==> src/rtl/conv_window_gen.sv <==
// Streaming KERNEL x KERNEL x CL_IN sliding-window generator feeding the convolution engine.
// Optional build macro CONV_WINDOW_GEN_STRIDE2_EN restricts output to windows at even top-left row/column.
module conv_window_gen #(
  parameter int CL_IN  = 9,
  parameter int KERNEL = 3,
  parameter int N      = 4,
  parameter int IMG_W  = 8,
  parameter int IMG_H  = 8
) (
  input  logic                             clk,
  input  logic                             rst,
  input  logic [CL_IN*N-1:0]               d_in,
  input  logic                             en_in,
  output logic [CL_IN*KERNEL*KERNEL*N-1:0] data2conv,
  output logic                             en_out,
  output logic                             frame_end
);

  localparam int PIX_W = CL_IN * N;
  localparam int WIN_W = CL_IN * KERNEL * KERNEL * N;
  localparam int CW    = $clog2(IMG_W + 1);
  localparam int RW    = $clog2(IMG_H + 1);
`ifdef CONV_WINDOW_GEN_STRIDE2_EN
  localparam int LAST_ROW = ((IMG_H - KERNEL) / 2) * 2 + KERNEL - 1;
  localparam int LAST_COL = ((IMG_W - KERNEL) / 2) * 2 + KERNEL - 1;
`else
  localparam int LAST_ROW = IMG_H - 1;
  localparam int LAST_COL = IMG_W - 1;
`endif

  logic [CW-1:0]    col;
  logic [RW-1:0]    row;
  logic             accept;
  logic             emit_p0;
  logic             last_p0;
  logic [PIX_W-1:0] win_p0 [KERNEL][KERNEL];
  logic [WIN_W-1:0] win_flat_p0;

  // A pixel presented during reset is dropped everywhere, including the line buffers.
  assign accept = en_in & ~rst;

  always_ff @(posedge clk) begin
    if (rst) begin
      col <= '0;
      row <= '0;
    end else if (en_in) begin
      if (col == CW'(IMG_W - 1)) begin
        col <= '0;
        row <= (row == RW'(IMG_H - 1)) ? '0 : row + 1'b1;
      end else begin
        col <= col + 1'b1;
      end
    end
  end

  always_comb begin
    emit_p0 = (row >= RW'(KERNEL - 1)) && (col >= CW'(KERNEL - 1));
`ifdef CONV_WINDOW_GEN_STRIDE2_EN
    // Top-left corner parity equals bottom-right parity shifted by KERNEL-1.
    emit_p0 = emit_p0 && (row[0] == 1'(KERNEL - 1)) && (col[0] == 1'(KERNEL - 1));
`endif
    last_p0 = (row == RW'(LAST_ROW)) && (col == CW'(LAST_COL));
  end

  // ---- stage p0: line buffers and window assembly ----
  if (KERNEL > 1) begin : g_lines
    localparam int LB_LEN = (KERNEL - 1) * IMG_W;
    logic [PIX_W-1:0] lb   [LB_LEN];
    logic [PIX_W-1:0] hold [KERNEL][KERNEL-1];

    // lb[m*IMG_W-1] is the pixel m rows above the incoming one, same column.
    always_comb begin
      for (int r = 0; r < KERNEL; r++) begin
        for (int k = 0; k < KERNEL - 1; k++) begin
          win_p0[r][k] = hold[r][k];
        end
      end
      for (int r = 0; r < KERNEL - 1; r++) begin
        win_p0[r][KERNEL-1] = lb[(KERNEL - 1 - r) * IMG_W - 1];
      end
      win_p0[KERNEL-1][KERNEL-1] = d_in;
    end

    always_ff @(posedge clk) begin
      if (accept) begin
        lb[0] <= d_in;
        for (int i = 1; i < LB_LEN; i++) begin
          lb[i] <= lb[i-1];
        end
        for (int r = 0; r < KERNEL; r++) begin
          for (int k = 0; k < KERNEL - 1; k++) begin
            hold[r][k] <= win_p0[r][k+1];
          end
        end
      end
    end
  end else begin : g_single
    always_comb begin
      win_p0[0][0] = d_in;
    end
  end

  always_comb begin
    win_flat_p0 = '0;
    for (int c = 0; c < CL_IN; c++) begin
      for (int r = 0; r < KERNEL; r++) begin
        for (int k = 0; k < KERNEL; k++) begin
          win_flat_p0[(c*KERNEL*KERNEL + r*KERNEL + k)*N +: N] = win_p0[r][k][c*N +: N];
        end
      end
    end
  end

  // ---- stage p1: registered window and strobes ----
  always_ff @(posedge clk) begin
    if (rst) begin
      data2conv <= '0;
      en_out    <= 1'b0;
      frame_end <= 1'b0;
    end else begin
      en_out    <= accept && emit_p0;
      frame_end <= accept && emit_p0 && last_p0;
      if (accept && emit_p0) begin
        data2conv <= win_flat_p0;
      end
    end
  end

endmodule

==> config.mk <==
export PLATFORM = sky130hd
export DESIGN_NAME = conv_window_gen
export DESIGN_NICKNAME = d
export VERILOG_FILES = /design/src/rtl/conv_window_gen.sv
export SDC_FILE = /design/constraint.sdc
export NUM_CORES = 1
export LEC_CHECK = 0
export ABC_AREA = 1
export ABC_CLOCK_PERIOD_IN_PS = 25000
export CAP_MARGIN = 20
export CORE_ASPECT_RATIO = 1.1
export CORE_MARGIN = 5
export CORE_UTILIZATION = 51
export CTS_BUF_LIST = sky130_fd_sc_hd__clkbuf_16
export DETAILED_ROUTE_END_ITERATION = 10
export PLACE_DENSITY_LB_ADDON = 0.2
export SYNTH_ARGS = -nofsm -noshare
export SYNTH_HDL_FRONTEND = slang
export SYNTH_SLANG_ARGS = --single-unit
==> constraint.sdc <==
create_clock -name clk -period 25 [get_ports clk]
set_input_delay 5 -clock clk [delete_from_list [all_inputs] [get_ports clk]]
set_output_delay 5 -clock clk [all_outputs]
set_load 0.02 [all_outputs]
======== After elaboration in Yosys (flattened, before gate mapping) ========
Memory sizes are Yosys's and may differ from the RTL's.
Cells that the tools add are included.
word-level totals
  input port bits ......................... 39
  memories kept ........................... 2
  register bits after elaboration ......... 334
  output and inout port bits .............. 326
  bits in writable memories ............... 792
cells by class
  bitwise logic cells ..................... 2
  $add $sub $neg .......................... 2
  $lt $le $gt $ge ......................... 2
  muxes and demuxes ....................... 4
  equal/unequal tests ..................... 2
  reductions and logical operators ........ 5
memory list
  memory        words  bits a word  read ports  clocked after memory_dff  wr ports  RTL line  source
  g_lines.lb    16     36           16          0                         16        68        logic [PIX_W-1:0] lb [LB_LEN];
  g_lines.hold  3      72           3           0                         3         69        logic [PIX_W-1:0] hold [KERNEL][KERNEL-1];
operators by type and width
  operator             number
  $add 4x1->4 const B  2
  $eq 4x3->1 const B   2
  $ge 4x2->1 const B   2
  $mux 4               2
  $logic_and 1x1->1    4
  $mux 1               2
  $reduce_and 2->1     1
  $and 1x1->1          1
  $not 1->1            1

======== Longest topological paths before layout ========
Gate-level depths: netlist of run 1.
  depth in word-level cells ............... 4
  mapped depth ............................ 11
  depth with buffers taken out ............ 8

======== Least setup slack after synthesis of run 1 ========
No wires, ideal clock.
  path kind ............................... input to register
  start point ............................. in en_in
  end point ............................... mem g_lines.hold[0][0] in the netlist's numbering (enable)
  arrival ................................. 23.077 ns
  path slack .............................. 0.658 ns
  cell stages on the path ................. 5
  data required time ...................... 23.735 ns
  setup time .............................. 1.265 ns
  cell sequence ........................... buf_2 -> inv_2 -> nor2_1 -> buf_2 -> clkbuf_1
RTL lines
  item                RTL line  source
  start: declaration  13        input logic en_in,
  end: declaration    69

======== Final worst setup path of run 1 ========
  start point ............................. in en_in
  end point ............................... reg data2conv[311]
between the ends
  word-level cells in the longest chain between the ends .. 2
RTL lines
  item                    RTL line  source
  $and 1x1->1             40        assign accept = en_in & ~rst;
  $logic_and 1x1->1       123       if (accept && emit_p0) begin
  end signal: assignment  124       data2conv <= win_flat_p0;
  end: declaration        14        output logic [CL_IN*KERNEL*KERNEL*N-1:0] data2conv,
No other way between the ends.
A chain may end at the register's enable or synchronous reset.

==> flow_metrics.env, run 1 <==
export IMPL_grtUsageTotal_pct=18.4
export IMPL_fin_ws_ns=16.33
export IMPL_wl_met1_um=32100
export IMPL_fmax_ghz=0.115
export IMPL_ys_types=22
export IMPL_syn_area_per_cell_um2=10.5
export IMPL_final_nets=3837
export IMPL_rows=103
export IMPL_clockRootBuffer="clkbuf_16"
export IMPL_ys_warn_count=0
export IMPL_routed_via_density=4.61
export IMPL_tightest_slew_ns=1.12
export IMPL_post_cts_buffers=0
export IMPL_min_period_over_period_pct=34.7
export IMPL_relSlewSlack_pct=25.2
export IMPL_antenna_found_initial=1
export IMPL_globalRouteOverflowTotal=0
export IMPL_cts_buffers_inserted=97
export IMPL_met2_wirelength_um=34300
export IMPL_worstPathMaxFanout=85
export IMPL_postCtsHoldBufs=0
export IMPL_gp_congestion=0.777
export IMPL_syn_area_um2=36700
export IMPL_stdcell_count=4822
export IMPL_grt_pass1_wl_um=115000
export IMPL_outcome="finished, final reports clean"
export IMPL_fillers=5910
export IMPL_die_w_um=266
export IMPL_synthSimpleGateAreaFrac_pct=15.9
export IMPL_via_count=22244
export IMPL_crit_type="in -> reg"
export IMPL_grt_max_degree=207
export IMPL_synth_seq_area_share_pct=71.2
export IMPL_cp_required_ns=25.53
export IMPL_yosysTopAreaCell="edfxtp_1"
export IMPL_synth_seq_cells=982
export IMPL_drv_slew=0
export IMPL_clk_pin_slew_ns=0.06
export IMPL_grt_pass1_vias=20979
export IMPL_synth_adder_area_share_pct=0.136
export IMPL_fin_tns_setup_ns=0
export IMPL_ant_nets=0
export IMPL_highest_layer="met4"
export IMPL_cp_end_kind="flip-flop"
export IMPL_cts_sinks=982
export IMPL_static_leakage_power_nw=18.2
export IMPL_skew_ns=0.0196
export IMPL_start_util_pct=51.3
export IMPL_hold_viol_final=0
export IMPL_synth_top_family_by_area="simple AND/OR/NAND/NOR gates"
export IMPL_dr_wl_met3_um=4590
export IMPL_wl_per_cell_um=15.1
export IMPL_drt_iter0_markers=1724
export IMPL_setup_violations=0
export IMPL_cts_tree="yes"
export IMPL_drc=0
export IMPL_synth_compound_gate_area_share_pct=0.116
export IMPL_io_pins=365
export IMPL_fin_hold_ws_ns=0.408
export IMPL_synth_top_area_share_pct=53.0
export IMPL_coreArea_um2=71500
export IMPL_dr_pass1_iters=5
export IMPL_dieArea_um2=77400
export IMPL_synth_nets=3531
export IMPL_final_util_pct=61.3
export IMPL_vdd_ir_drop_worst_mv=0.0505
export IMPL_syn_to_final_growth_pct=19.5
export IMPL_n_antenna_cell=0
export IMPL_placedCellCount=4639
export IMPL_cts_htree_levels=3
export IMPL_synth_xor_area_share_pct=0.0239
export IMPL_io_buffers=364
export IMPL_synthCells=3488
export IMPL_cp_arrival_ns=9.20
export IMPL_clk_latency_ns=0.64
export IMPL_synthMuxAreaShare_pct=0
export IMPL_clockBufferDepth=3
export IMPL_maxCapViolCount=0
export IMPL_cp_start_kind="input port"
export IMPL_period_needed_ns=8.67
export IMPL_die_h_um=291
export IMPL_wl_um=73000
export IMPL_drive_above_1_share_pct=5.78
export IMPL_ys_top_cells_by_area="edfxtp_1, dfxtp_1, inv_1, nand2_1, nand4_1"
export IMPL_rsz0062_at_grt="false"
export IMPL_hold_path_class="reg -> reg"
export IMPL_dp_final_hpwl_um=42400
export IMPL_cts_resized=0
export IMPL_dp_slack_ns=15.63
export IMPL_powerDensity_nw_per_um2=74.2
-- final timing paths --
kind                                                endpoint  depth (start not counted)                         from  slack [ns]
worst max-delay path             data2conv[311]$_SDFFE_PP0P_                          9                        en_in       16.33
worst min-delay path            g_lines.lb[0][129]$_DFFE_PP_                          0  g_lines.lb[0][93]$_DFFE_PP_        0.41
worst max register to register   data2conv[170]$_SDFFE_PP0P_                         10          col[0]$_SDFFE_PP0P_       20.56
worst min register to register  g_lines.lb[0][129]$_DFFE_PP_                          0  g_lines.lb[0][93]$_DFFE_PP_        0.41
-- Yosys cell counts, drive strengths merged --
cell type	count
o21bai	1
ha	4
edfxtp	648
inv	981
xor2	1
dfxtp	334
clkinv	1
clkbuf	39
nor3b	1
nand2	662
a21oi	4
buf	140
o21ai	3
nand3	5
nor2	337
nor3	2
nand4	325
-- through the flow --
| step | instance area (um^2) | power [mW] |
|---|---|---|
| 2_1_floorplan | 36700 | 1.93 |
| 4_1_cts | 43800 | 3.30 |
| 3_5_place_dp | 40800 | 1.93 |
| 3_3_place_gp | 40800 | 1.92 |
| 5_1_grt | 43800 | 3.38 |
| 6_report | 43800 | 3.26 |
-- critical path, stage by stage --
cell             delay, ns
clkdlybuf4s50_1       0.61
inv_2                 0.07
nor2_4                0.62
buf_4                 0.75
buf_4                 0.79
buf_4                 0.84
nand4_1               0.17
nand2_1               0.10
nor2_1                0.05
-- layout by cell type, fill, tap and decap left out, types with 3 or more instances in the layout --
cell,Yosys,routed
clkbuf_16,0,98
inv_1,918,944
o21ai_0,3,3
nor2_1,337,336
edfxtp_1,648,648
clkinv_1,1,22
nand4_1,325,325
a21oi_1,4,4
buf_4,3,19
nand3_1,5,4
dfxtp_1,334,334
nand2_1,661,660
inv_2,63,63
clkinv_2,0,20
clkdlybuf4s50_1,0,364
clkinvlp_4,0,4
bufinv_16,0,5
inv_6,0,4
ha_1,4,4
-- where the power goes --
| group | leakage, nW | internal [mW] | switching (mW) | total, mW |
|---|---|---|---|---|
| Sequential | 8.77 | 1.77 | 0.0162 | 1.79 |
| Combinational | 7.82 | 0.0192 | 0.0792 | 0.0984 |
| Clock | 1.57 | 0.766 | 0.601 | 1.37 |
| Total | 18.2 | 2.56 | 0.696 | 3.26 |
-- cell families (layout without fill, tap and decap cells) --
group / count (synthesis) / count (layout)
adder cells (fa/ha/maj): 4 / 4
flip-flops: 982 / 982
AND/OR/NAND/NOR: 1332 / 1332
XOR/XNOR: 1 / 1
AO/OA/AOI/OAI: 8 / 8
buffers and inverters: 1161 / 1550
-- layer usage --
layer	GRT usage, %	vias up
li1	-	11387
met1	25.1	10235
met2	29.2	493
met3	4.52	129
met4	6.12	0
met5	0	-
-- state kept, by name (all words and copies together), names as in the netlist --
| name | count |
|---|---|
| frame_end | 1 |
| g_lines.lb | 505 |
| en_out | 1 |
| data2conv | 324 |
| row | 4 |
| g_lines.hold | 143 |
| col | 4 |
-- final cells by class --
| class | instances | area, um^2 | area share [%] |
|---|---|---|---|
| Clock inverter | 84 | 548 | 1.25 |
| Timing Repair Buffer | 386 | 3850 | 8.79 |
| Inverter | 982 | 3690 | 8.42 |
| Sequential cell | 982 | 26100 | 59.6 |
| Tap cell | 945 | 1180 | 2.70 |
| Multi-Input combinational cell | 1345 | 5970 | 13.6 |
| Clock buffer | 98 | 2450 | 5.59 |
No activity file was read; power rests on OpenSTA's default activity.
==> inputs of run 2 (changes only) <==
ABC_CLOCK_PERIOD_IN_PS = 8800   (was 25000)
CORE_UTILIZATION = 57   (was 51)
clock period = 8.8 ns   (was 25 ns; I/O delays follow)
==> flow_metrics.env, run 2 (synthesis gave the netlist of run 1 again) <==
export IMPL_outcome="finished, final reports clean"
export IMPL_rsz0062_at_grt="false"
export IMPL_period_needed_ns=4.85
export IMPL_dp_slack_ns=3.36
export IMPL_vdd_ir_drop_worst_mv=0.157
export IMPL_die_w_um=252
export IMPL_skew_ns=0.0219
export IMPL_min_period_over_period_pct=55.1
export IMPL_crit_type="in -> reg"
export IMPL_wl_um=72700
export IMPL_ff2ff_setup_slack_ns=5.65
export IMPL_netSwitchingPower_mw=1.96
export IMPL_clock_power_share_pct=42.9
export IMPL_maxCapViolCount=0
export IMPL_clockRootBuffer="clkbuf_16"
export IMPL_globalRouteOverflowTotal=0
export IMPL_wl_per_cell_um=15.4
export IMPL_holdPathStages=0
export IMPL_cp_end_kind="flip-flop"
export IMPL_reg_top3="g_lines.lb: 505 flops, data2conv: 324 flops, g_lines.hold: 143 flops"
export IMPL_die_h_um=276
export IMPL_dp_final_hpwl_um=41900
export IMPL_gp_congestion=0.795
export IMPL_n_antenna_cell=0
export IMPL_drc=0
export IMPL_coreArea_um2=63700
export IMPL_top_register="g_lines.lb"
export IMPL_hold_viol_final=0
export IMPL_io_pins=365
export IMPL_crit_family="buffers and inverters"
export IMPL_seq_power_share_pct=54.1
export IMPL_start_util_pct=57.6
export IMPL_antenna_found_initial=0
export IMPL_hold_path_startpoint="g_lines.lb[0][211]$_DFFE_PP_"
export IMPL_postCtsHoldBufs=0
export IMPL_cp_arrival_ns=5.37
export IMPL_worst_path_most_repeated_cell="buf_4"
export IMPL_cts_buffers_inserted=96
export IMPL_drive_above_1_share_pct=5.83
export IMPL_rr_startpoint="col[0]$_SDFFE_PP0P_"
export IMPL_r2r_end="data2conv[163]$_SDFFE_PP0P_"
export IMPL_drv_slew=0
export IMPL_static_leakage_power_nw=18.2
export IMPL_cts_tree="yes"
export IMPL_swShare_pct=20.8
export IMPL_clk_latency_ns=0.62
export IMPL_rows=97
export IMPL_setup_violations=0
export IMPL_drt_iter0_markers=1614
export IMPL_syn_to_final_growth_pct=19.5
export IMPL_dieArea_um2=69600
export IMPL_grt_pass1_wl_um=116000
export IMPL_cp_required_ns=9.32
export IMPL_fin_hold_ws_ns=0.402
export IMPL_clockBufferDepth=3
export IMPL_hold_path_class="reg -> reg"
export IMPL_clk_pin_slew_ns=0.06
export IMPL_critPathBufInv=5
export IMPL_min_to="g_lines.lb[0][247]$_DFFE_PP_"
export IMPL_final_nets=3835
export IMPL_relSlewSlack_pct=5.24
export IMPL_fillers=4721
export IMPL_cts_resized=0
export IMPL_fin_ws_ns=3.95
export IMPL_final_cell_mix="inv_1, nand2_1, edfxtp_1, clkdlybuf4s50_1, nor2_1"
export IMPL_ant_nets=0
export IMPL_cts_sinks=982
export IMPL_cp_start_kind="input port"
export IMPL_tightest_slew_ns=1.42
export IMPL_path_depth=9
export IMPL_grt_max_degree=211
export IMPL_r2r_cells=10
export IMPL_routed_via_density=4.75
export IMPL_crit_slowest_cell="buf_4"
export IMPL_largest_register_ffs=505
export IMPL_io_buffers=364
export IMPL_post_cts_buffers=0
export IMPL_fin_tns_setup_ns=0
export IMPL_final_common_cell="inv_1"
export IMPL_grt_pass1_vias=21380
export IMPL_cts_htree_levels=3
export IMPL_via_count=22408
export IMPL_powerDensity_nw_per_um2=214
export IMPL_p_int_mw=7.45
export IMPL_grtUsageTotal_pct=20.4
export IMPL_worstPathCellList="clkdlybuf4s50_1 > inv_2 > nor2_4 > buf_12 > buf_4 > buf_4 > nand4_1 > nand2_1 > nor2_1"
export IMPL_worst_path_largest_cell_delay_ns=0.85
export IMPL_worstPathMaxFanout=169
export IMPL_dr_pass1_iters=5
export IMPL_pwr_share_comb_pct=3.0
export IMPL_fmax_ghz=0.206
==> run 2: changes by cell type in the layout (fill, tap and decap cells not counted), moves of 2 or more <==
cell / change
buf_12: +2
buf_4: -3
bufinv_16: +5
clkbuf_16: +2
clkinv_1: -2
clkinv_2: -3
inv_1: -2
inv_6: -3
==> run 2: worst max path at each step <==
| stage | from | endpoint |
|---|---|---|
| finish | en_in | data2conv[231]$_SDFFE_PP0P_ |
| global route | en_in | data2conv[164]$_SDFFE_PP0P_ |
| CTS | en_in | data2conv[169]$_SDFFE_PP0P_ |
| detailed placement | en_in | data2conv[242]$_SDFFE_PP0P_ |
| global placement | en_in | data2conv[238]$_SDFFE_PP0P_ |
| floorplan | en_in | data2conv[121]$_SDFFE_PP0P_ |
==> run 2: cell type report <==
type                    count  area, um^2  share of cell area (%)
repair buffers            385        3870                    8.82
inverters                 982        3690                    8.42
clock buffers             100        2500                    5.70
multi-input cells        1345        5970                    13.6
well taps                 841        1050                    2.40
clock inverters            81         637                    1.45
flip-flops and latches    982       26100                    59.6
==> run 2: per-layer routing <==
layer  vias up  part of all wire, %  GRT usage [%]
li1      11361                    -              -
met1     10458                   43           27.6
met2       476                   48           32.9
met3       113                  6.4           5.46
met4         0                  2.5           6.00
met5         -                    0              0
==> run 2: power groups by stage <==
stage	clock, mW	sequential (mW)	combinational, mW
floorplan	0	5.19	0.197
CTS	4.15	5.09	0.281
global placement	0	5.18	0.279
finish	4.04	5.09	0.280
global route	4.36	5.10	0.308
detailed placement	0	5.19	0.280
==> run 2: metrics by stage <==
| step | total power [mW] | instance area (um^2) | instances | utilization (%) |
|---|---|---|---|---|
| 4_1_cts | 9.52 | 43800 | 4715 | 68.8 |
| 3_3_place_gp | 5.46 | 40700 | 4534 | 63.9 |
| 6_report | 9.41 | 43900 | 4716 | 68.9 |
| 5_1_grt | 9.77 | 43900 | 4716 | 68.9 |
| 2_1_floorplan | 5.39 | 36700 | 3488 | - |
| 3_5_place_dp | 5.47 | 40700 | 4534 | 63.9 |
==> run 2: worst reg2reg max path, cell delays in order, from the launching register on <==
cell     delay (ns)
dfxtp_1        0.39
inv_1          0.06
ha_1           0.19
nor2_1         0.28
nand2_8        0.42
nand3_4        0.42
buf_16         0.32
buf_4          0.66
nand2_1        0.20
inv_2          0.07
nor2_1         0.04
